==> src/rtl/alu_result_stage_if.sv <==
// ALU-to-writeback handshake bundle for alu_result_stage.
// Upstream ALU side (in_*), writeback side (out_*), flush, and flags.
interface alu_result_stage_if #(
  parameter int WIDTH = 24,
  parameter int RD_W  = 4
);
  logic             in_valid;
  logic             in_ready;
  logic [WIDTH-1:0] in_result;
  logic             in_cout;
  logic             in_cin_msb;
  logic [2:0]       in_op;
  logic [RD_W-1:0]  in_rd;
  logic             in_wb_en;
  logic             in_setflags;
  logic             flush;
  logic             out_valid;
  logic             out_ready;
  logic [WIDTH-1:0] out_result;
  logic [RD_W-1:0]  out_rd;
  logic             out_wb_en;
  logic [3:0]       flags_nzcv;

  modport slave (
    input  in_valid, in_result, in_cout,
    input  in_cin_msb, in_op, in_rd,
    input  in_wb_en, in_setflags, flush,
    input  out_ready,
    output in_ready, out_valid, out_result,
    output out_rd, out_wb_en, flags_nzcv
  );

  modport master (
    output in_valid, in_result, in_cout,
    output in_cin_msb, in_op, in_rd,
    output in_wb_en, in_setflags, flush,
    output out_ready,
    input  in_ready, out_valid, out_result,
    input  out_rd, out_wb_en, flags_nzcv
  );
endinterface

==> src/rtl/alu_result_stage.sv <==
// Execute-to-writeback stage: 2-entry skid buffer with NZCV flags
// committed to the architectural register only when an entry retires.
module alu_result_stage #(
  parameter int WIDTH = 24,
  parameter int RD_W  = 4
) (
  input logic clk,
  input logic rst_n,
  alu_result_stage_if.slave io
);
  typedef struct packed {
    logic [WIDTH-1:0] result;
    logic [RD_W-1:0]  rd;
    logic             wb_en;
    logic             setflags;
    logic [3:0]       nzcv;
    logic             keep;
  } ent_t;

  ent_t       main_q, main_d;
  ent_t       skid_q, skid_d;
  ent_t       in_ent;
  logic       main_v_q, main_v_d;
  logic       skid_v_q, skid_v_d;
  logic [3:0] flags_q, flags_d;
  logic       arith;
  logic       accept;
  logic       retire;

  always_comb begin
    arith = 1'b0;
    unique case (io.in_op)
      3'b010, 3'b011: arith = 1'b1;
      default:        arith = 1'b0;
    endcase
    in_ent.result   = io.in_result;
    in_ent.rd       = io.in_rd;
    in_ent.wb_en    = io.in_wb_en;
    in_ent.setflags = io.in_setflags;
    in_ent.keep     = !arith;
    in_ent.nzcv[3]  = io.in_result[WIDTH-1];
    in_ent.nzcv[2]  = (io.in_result == '0);
    in_ent.nzcv[1]  = arith & io.in_cout;
    in_ent.nzcv[0]  = arith & (io.in_cout ^ io.in_cin_msb);
  end

  // in_ready comes straight from the skid flop: no out_ready path
  assign accept = io.in_valid && !skid_v_q && !io.flush;
  assign retire = main_v_q && io.out_ready;

  always_comb begin
    main_v_d = main_v_q;
    main_d   = main_q;
    skid_v_d = skid_v_q;
    skid_d   = skid_q;
    flags_d  = flags_q;
    if (retire) begin
      main_v_d = skid_v_q;
      skid_v_d = 1'b0;
      if (skid_v_q) main_d = skid_q;
      if (main_q.setflags) begin
        flags_d[3:2] = main_q.nzcv[3:2];
        if (!main_q.keep) flags_d[1:0] = main_q.nzcv[1:0];
      end
    end
    if (accept) begin
      if (!main_v_q || retire) begin
        main_d   = in_ent;
        main_v_d = 1'b1;
      end else begin
        skid_d   = in_ent;
        skid_v_d = 1'b1;
      end
    end
    if (io.flush) begin
      main_v_d = 1'b0;
      skid_v_d = 1'b0;
    end
  end

  always_ff @(posedge clk or negedge rst_n) begin
    if (!rst_n) begin
      main_v_q <= 1'b0;
      skid_v_q <= 1'b0;
      main_q   <= '0;
      skid_q   <= '0;
      flags_q  <= 4'b0000;
    end else begin
      main_v_q <= main_v_d;
      skid_v_q <= skid_v_d;
      main_q   <= main_d;
      skid_q   <= skid_d;
      flags_q  <= flags_d;
    end
  end

  assign io.in_ready   = !skid_v_q;
  assign io.out_valid  = main_v_q;
  assign io.out_result = main_q.result;
  assign io.out_rd     = main_q.rd;
  assign io.out_wb_en  = main_q.wb_en;
  assign io.flags_nzcv = flags_q;
endmodule

==> src/flat_wrapper.sv <==
// flat-port wrapper written by rule: the top's interface ports become plain ports
module alu_result_stage_flat 
#(
  parameter int WIDTH = 24,
  parameter int RD_W  = 4
)
  (clk, rst_n, io_in_valid, io_in_result, io_in_cout, io_in_cin_msb, io_in_op, io_in_rd, io_in_wb_en, io_in_setflags, io_flush, io_out_ready, io_in_ready, io_out_valid, io_out_result, io_out_rd, io_out_wb_en, io_flags_nzcv);
  alu_result_stage_if #(.WIDTH(WIDTH), .RD_W(RD_W)) io_i ();
  input logic clk;
  input logic rst_n;
  input wire logic [$bits(io_i.in_valid)-1:0] io_in_valid;
  input wire logic [$bits(io_i.in_result)-1:0] io_in_result;
  input wire logic [$bits(io_i.in_cout)-1:0] io_in_cout;
  input wire logic [$bits(io_i.in_cin_msb)-1:0] io_in_cin_msb;
  input wire logic [$bits(io_i.in_op)-1:0] io_in_op;
  input wire logic [$bits(io_i.in_rd)-1:0] io_in_rd;
  input wire logic [$bits(io_i.in_wb_en)-1:0] io_in_wb_en;
  input wire logic [$bits(io_i.in_setflags)-1:0] io_in_setflags;
  input wire logic [$bits(io_i.flush)-1:0] io_flush;
  input wire logic [$bits(io_i.out_ready)-1:0] io_out_ready;
  output wire logic [$bits(io_i.in_ready)-1:0] io_in_ready;
  output wire logic [$bits(io_i.out_valid)-1:0] io_out_valid;
  output wire logic [$bits(io_i.out_result)-1:0] io_out_result;
  output wire logic [$bits(io_i.out_rd)-1:0] io_out_rd;
  output wire logic [$bits(io_i.out_wb_en)-1:0] io_out_wb_en;
  output wire logic [$bits(io_i.flags_nzcv)-1:0] io_flags_nzcv;
  assign io_i.in_valid = io_in_valid;
  assign io_i.in_result = io_in_result;
  assign io_i.in_cout = io_in_cout;
  assign io_i.in_cin_msb = io_in_cin_msb;
  assign io_i.in_op = io_in_op;
  assign io_i.in_rd = io_in_rd;
  assign io_i.in_wb_en = io_in_wb_en;
  assign io_i.in_setflags = io_in_setflags;
  assign io_i.flush = io_flush;
  assign io_i.out_ready = io_out_ready;
  assign io_in_ready = io_i.in_ready;
  assign io_out_valid = io_i.out_valid;
  assign io_out_result = io_i.out_result;
  assign io_out_rd = io_i.out_rd;
  assign io_out_wb_en = io_i.out_wb_en;
  assign io_flags_nzcv = io_i.flags_nzcv;
  alu_result_stage #(.WIDTH(WIDTH), .RD_W(RD_W)) u_core (.clk(clk), .rst_n(rst_n), .io(io_i));
endmodule
==> config.mk <==
export PLATFORM = sky130hd
export DESIGN_NAME = alu_result_stage_flat
export DESIGN_NICKNAME = d
export VERILOG_FILES = /design/src/rtl/alu_result_stage_if.sv /design/src/rtl/alu_result_stage.sv /design/src/flat_wrapper.sv
export SDC_FILE = /design/constraint.sdc
export NUM_CORES = 1
export LEC_CHECK = 0
export ABC_AREA = 1
export CAP_MARGIN = 0
export CORE_UTILIZATION = 51
export CTS_CLUSTER_DIAMETER = 60
export CTS_CLUSTER_SIZE = 24
export DETAILED_ROUTE_END_ITERATION = 8
export GPL_ROUTABILITY_DRIVEN = 1
export PLACE_DENSITY = 0.8
export SLEW_MARGIN = 20
export SYNTH_ARGS = -nofsm -noshare
export SYNTH_HDL_FRONTEND = slang
export SYNTH_SLANG_ARGS = --single-unit
export TNS_END_PERCENT = 100
==> constraint.sdc <==
create_clock -name clk -period 1.4 [get_ports clk]
set_clock_uncertainty 0.15 [all_clocks]
set_input_delay 0.35 -clock clk [delete_from_list [all_inputs] [get_ports clk]]
set_output_delay 0.35 -clock clk [all_outputs]
set_load 0.01 [all_outputs]
Word-level counts from Yosys, hierarchy flattened
Cells that the tools add are included.
{"block": "word_totals", "register_bits": 76, "input_bits": 40, "output_inout_bits": 35, "wordCells": 49}
{"block": "classes", "n_eq_ne": 2, "muxes": 13, "n_bitwise": 5, "reduce_logical": 13}
{"cell": "35-bit two-way mux", "n": 4}
{"cell": "24-bit zero test", "n": 1}
{"cell": "1-bit two-way mux", "n": 9}
{"cell": "3-bit by 2-bit == test with 1-bit output, second input constant", "n": 2}
{"cell": "1-bit zero test", "n": 4}
{"cell": "2-bit AND reduction", "n": 2}
{"cell": "1-bit logical AND", "n": 3}
{"cell": "3-bit AND reduction", "n": 1}
{"cell": "1-bit AND", "n": 2}
{"cell": "1-bit inverter", "n": 2}
{"cell": "2-bit OR reduction", "n": 1}
{"cell": "1-bit logical OR", "n": 1}
{"cell": "1-bit XOR", "n": 1}

Depth between registers and ports, before layout
{"block": "logic_depth", "word_depth": 6, "ltp_mapped": 8, "ltp_nobuf": 7}

Least setup slack after synthesis
No wires, ideal clock.
{"block": "synth_timing", "kind": "register to register", "start": "reg u_core.main_v_q (netlist: u_core.io.out_valid)", "end": "reg u_core.flags_q[3] (netlist: u_core.io.flags_nzcv[3])", "setup_ns": 0.125, "t_arrival_ns": 1.142, "required_time_ns": 1.125, "setup_slack_ns": -0.017, "path_stages_with_launch": 4, "path_buffers": 0, "period_less_slack_ns": 1.417, "path_cell_list": "dfrtp_1 nand2_1 nor2_1 mux2_2"}
{"block": "synth_between", "elab_chain_len": 2}
{"item": "start, declared", "line": "alu_result_stage.sv:23", "rtl": "logic main_v_q, main_v_d;"}
{"item": "start signal, assigned", "line": "alu_result_stage.sv:89", "rtl": "main_v_q <= main_v_d;"}
{"item": "1-bit logical AND", "line": "alu_result_stage.sv:49", "rtl": "assign retire = main_v_q && io.out_ready;"}
{"item": "2-bit AND reduction (no source line)"}
{"item": "end signal, assigned", "line": "alu_result_stage.sv:93", "rtl": "flags_q <= flags_d;"}
{"item": "end, declared", "line": "alu_result_stage.sv:25", "rtl": "logic [3:0] flags_q, flags_d;"}
No other way between the ends.
A chain may end at the register's enable or synchronous reset.

Final worst setup path
{"block": "layout_timing", "start": "reg u_core.skid_v_q", "end": "reg u_core.skid_q[2] in the netlist's numbering"}
{"block": "layout_between", "elab_chain_len": 4}
{"item": "start, declared", "line": "alu_result_stage.sv:24", "rtl": "logic skid_v_q, skid_v_d;"}
{"item": "start signal, assigned", "line": "alu_result_stage.sv:90", "rtl": "skid_v_q <= skid_v_d;"}
{"item": "1-bit zero test", "line": "alu_result_stage.sv:48", "rtl": "assign accept = io.in_valid && !skid_v_q && !io.flush;"}
{"item": "1-bit logical AND (2 in series)", "line": "alu_result_stage.sv:48"}
{"item": "2-bit AND reduction (no source line)"}
{"item": "end signal, assigned", "line": "alu_result_stage.sv:92", "rtl": "skid_q <= skid_d;"}
{"item": "end, declared", "line": "alu_result_stage.sv:21", "rtl": "ent_t skid_q, skid_d;"}
No other way between the ends.

==> flow_metrics.tcl <==
set metrics [dict create \
    critPathKind "reg2reg" \
    power_density_nw_per_um2 1250 \
    synth_nets 478 \
    synth-xor-area-share_pct 0.246 \
    die_x_um 85.6 \
    ys_types 23 \
    power_frac_comb_pct 29.4 \
    synth_top_area_share_pct 52.7 \
    hold_slack_ns 0.282 \
    finish.utilization_pct 80.9 \
    grt_usage_pct 29.8 \
    syn_to_final_growth_pct 53.4 \
    dieArea_um2 7330 \
    diodes 0 \
    drv_cap 0 \
    clock_latency_ns 0.36 \
    rr_endpoint "u_core.skid_q[2]" \
    initial_core_util_pct 52.7 \
    end_kind "register" \
    postSynth.asyncResetShare_pct 100 \
    r2r_cells 8 \
    fin_nets 590 \
    synth_area_um2 3560 \
    tightest_slew_ns 0.333 \
    drive_above_1_share_pct 39.3 \
    power_frac_clock_pct 26.6 \
    dpl-instance-area_um2 4430 \
    io_buffers 73 \
    post-place-ws_ns -0.487 \
    cp.required_ns 1.48 \
    core-area_um2 6760 \
    finalCritPeriodShare_pct 116 \
    arrival_ns 1.70 \
    cts_tree "built" \
    rsz0062_at_grt "true" \
    firstDrtPassIters 5 \
    hold_viol 0 \
    synth_flop_cell "dfrtp_1" \
    gp_congestion 0.789 \
    synthMuxAreaShare_pct 0.316 \
    yosys.area_share.simple_pct 23.0 \
    synth.avg_cell_area_um2 8.14 \
    postRouteAntennaNets 0 \
    synth_top_family_by_area "simple AND/OR/NAND/NOR gates" \
    vias 3600 \
    hpwl_um 5600 \
    via_per_inst 5.67 \
    min_path_type "in2async" \
    violations "setup timing" \
    avgRoutedWirePerCell_um 19.7 \
    p_switching_mw 2.21 \
    r2r-start "u_core.skid_v_q" \
    clk_pin_slew_ns 0.08 \
    clock_tree.root_cell "clkbuf_8" \
    critical_path.max_fanout 19 \
    ys_ff_latch 75 \
    grt_overflow_total 0 \
    synth.area.top_cells "dfrtp_1, nand2_1, o21ai_0" \
    max_slew_margin_pct 77.8 \
    synth_edf_count 0 \
    synth-seq-area-share_pct 52.7 \
    antenna_found_initial 0 \
    setup_viol 82 \
    intPower_mw 4.65 \
    chipHeight_um 85.6 \
    grt_max_degree 30 \
    irDropWorstVdd_mv 0.788 \
    synth_adder_area_share_pct 0 \
    yosysMostFrequentCell "nand2_1" \
    grt_pass1_vias 3444 \
    clock_sinks 75 \
    drt-total-wl_um 12500 \
    power_frac_seq_pct 44.0 \
    synthTopCellsByCount "nand2_1, dfrtp_1, o21ai_0, buf_4, inv_1" \
    drt-initial-drc-count 374 \
    min_period_ns 1.62 \
    cts_buffer_depth 2 \
    num_io_pins 75 \
    p_leak_nw 2.87 \
    synth_warnings 0 \
    drv_slew 0 \
    synth_compound_area_share_pct 11.1 \
    stdcell_area_um2 5470 \
    grt_pass1_wl_um 16600 \
    fin_tns_setup_ns -10.78 \
    fmax_mhz 616 \
    outcome "finished, violations left" \
    r2r_slack_ns -0.22 \
    yosysTopAreaCell "dfrtp_1" \
    htreeDepth 3 \
    start_kind "register" \
    numCtsBuffers 9 \
    synth_cells 438 \
    route.detailed.drc 0 \
    sw_frac_of_total_pct 32.2 \
    placement_rows 30 \
    setup_ws_ns -0.224 \
]
## worst max-delay path, cell delays in order, from the launching register on
cell and delay [ns]:
dfrtp_1 0.42, inv_2 0.10, buf_6 0.12, nand3_4 0.10, nor2_4 0.16, inv_2 0.10, buf_12 0.17, nand2_1 0.07
o21ai_0 0.10
## logic make-up (layout without fill, tap and decap cells)
logic type | Yosys count | after routing
multiplexers | 1 | 1
buffers and inverters | 80 | 197
XOR/XNOR | 1 | 1
flip-flops | 75 | 75
AND/OR/NAND/NOR | 205 | 205
AO/OA/AOI/OAI | 76 | 76
## worst max path at each step
stage                        start               end  cells past startpoint
2_1_floorplan  u_core.io.out_valid  u_core.main_q[3]                      7
3_3_place_gp          io_out_ready  u_core.main_q[2]                      7
3_5_place_dp          io_out_ready  u_core.main_q[2]                      7
4_1_cts            u_core.skid_v_q  u_core.skid_q[3]                      8
5_1_grt            u_core.skid_v_q  u_core.skid_q[2]                      8
6_report           u_core.skid_v_q  u_core.skid_q[2]                      8
## cell usage in the layout (no fill, tap or decap), types with 9 or more instances in the layout
| cell type | synthesis | routed |
|---|---|---|
| clkbuf_8 | 0 | 9 |
| nor2_1 | 29 | 24 |
| buf_6 | 3 | 11 |
| dfrtp_1 | 75 | 74 |
| o21ai_2 | 0 | 33 |
| nand2_4 | 0 | 26 |
| nand2_1 | 164 | 122 |
| o21ai_1 | 3 | 25 |
| o21ai_0 | 69 | 13 |
| buf_4 | 30 | 45 |
| clkdlybuf4s50_1 | 0 | 34 |
| buf_12 | 0 | 12 |
| nand2_2 | 1 | 17 |
| buf_2 | 12 | 31 |
| inv_1 | 30 | 29 |
## power by group through the flow
stage / sequential (mW) / clock, mW / combinational [mW]
5_1_grt: 3.04 / 1.92 / 2.16
2_1_floorplan: 2.93 / 0 / 0.916
3_5_place_dp: 2.98 / 0 / 1.54
3_3_place_gp: 2.97 / 0 / 1.48
6_report: 3.01 / 1.83 / 2.02
4_1_cts: 2.93 / 1.80 / 1.62
## layer usage
layer / vias up / GRT usage (%) / part of all wire, %
met4: 0 / 11.4 / 5.2
met3: 70 / 7.60 / 7.8
met1: 1725 / 35.3 / 36
met2: 228 / 52.3 / 51
met5: - / 0 / 0
li1: 1577 / - / -
## sequential cells by signal, summed over array words and instances, names as in the netlist
register,count
u_core.skid_q,34
u_core.io.out_result,24
u_core.main_q,6
u_core.io.flags_nzcv,4
u_core.io.out_rd,4
u_core.io.out_valid,1
u_core.io.out_wb_en,1
u_core.skid_v_q,1
## layout make-up
cell class	count	area (um2)
Clock buffer	11	131
Inverter	33	126
Multi-Input combinational cell	283	1620
Tap cell	80	100
Timing Repair Buffer	148	1530
Fill cell	378	1290
Sequential cell	75	1880
Clock inverter	5	77.6
## through the flow
step | instances | power [mW]
3_5_place_dp | 579 | 4.53
4_1_cts | 620 | 6.35
6_report | 635 | 6.85
2_1_floorplan | 438 | 3.85
5_1_grt | 635 | 7.13
3_3_place_gp | 579 | 4.45
## timing repair
action / 4_1_cts / 5_1_grt
endpoints found under the hold margin: 19 / 0
gates cloned: 7 / 6
pin swaps: 9 / 8
setup buffers: 18 / 10
endpoints found under the setup margin: 105 / 92
hold buffers: 1 / 0
resized for setup: 213 / 119
No activity file was read; power rests on OpenSTA's default activity.
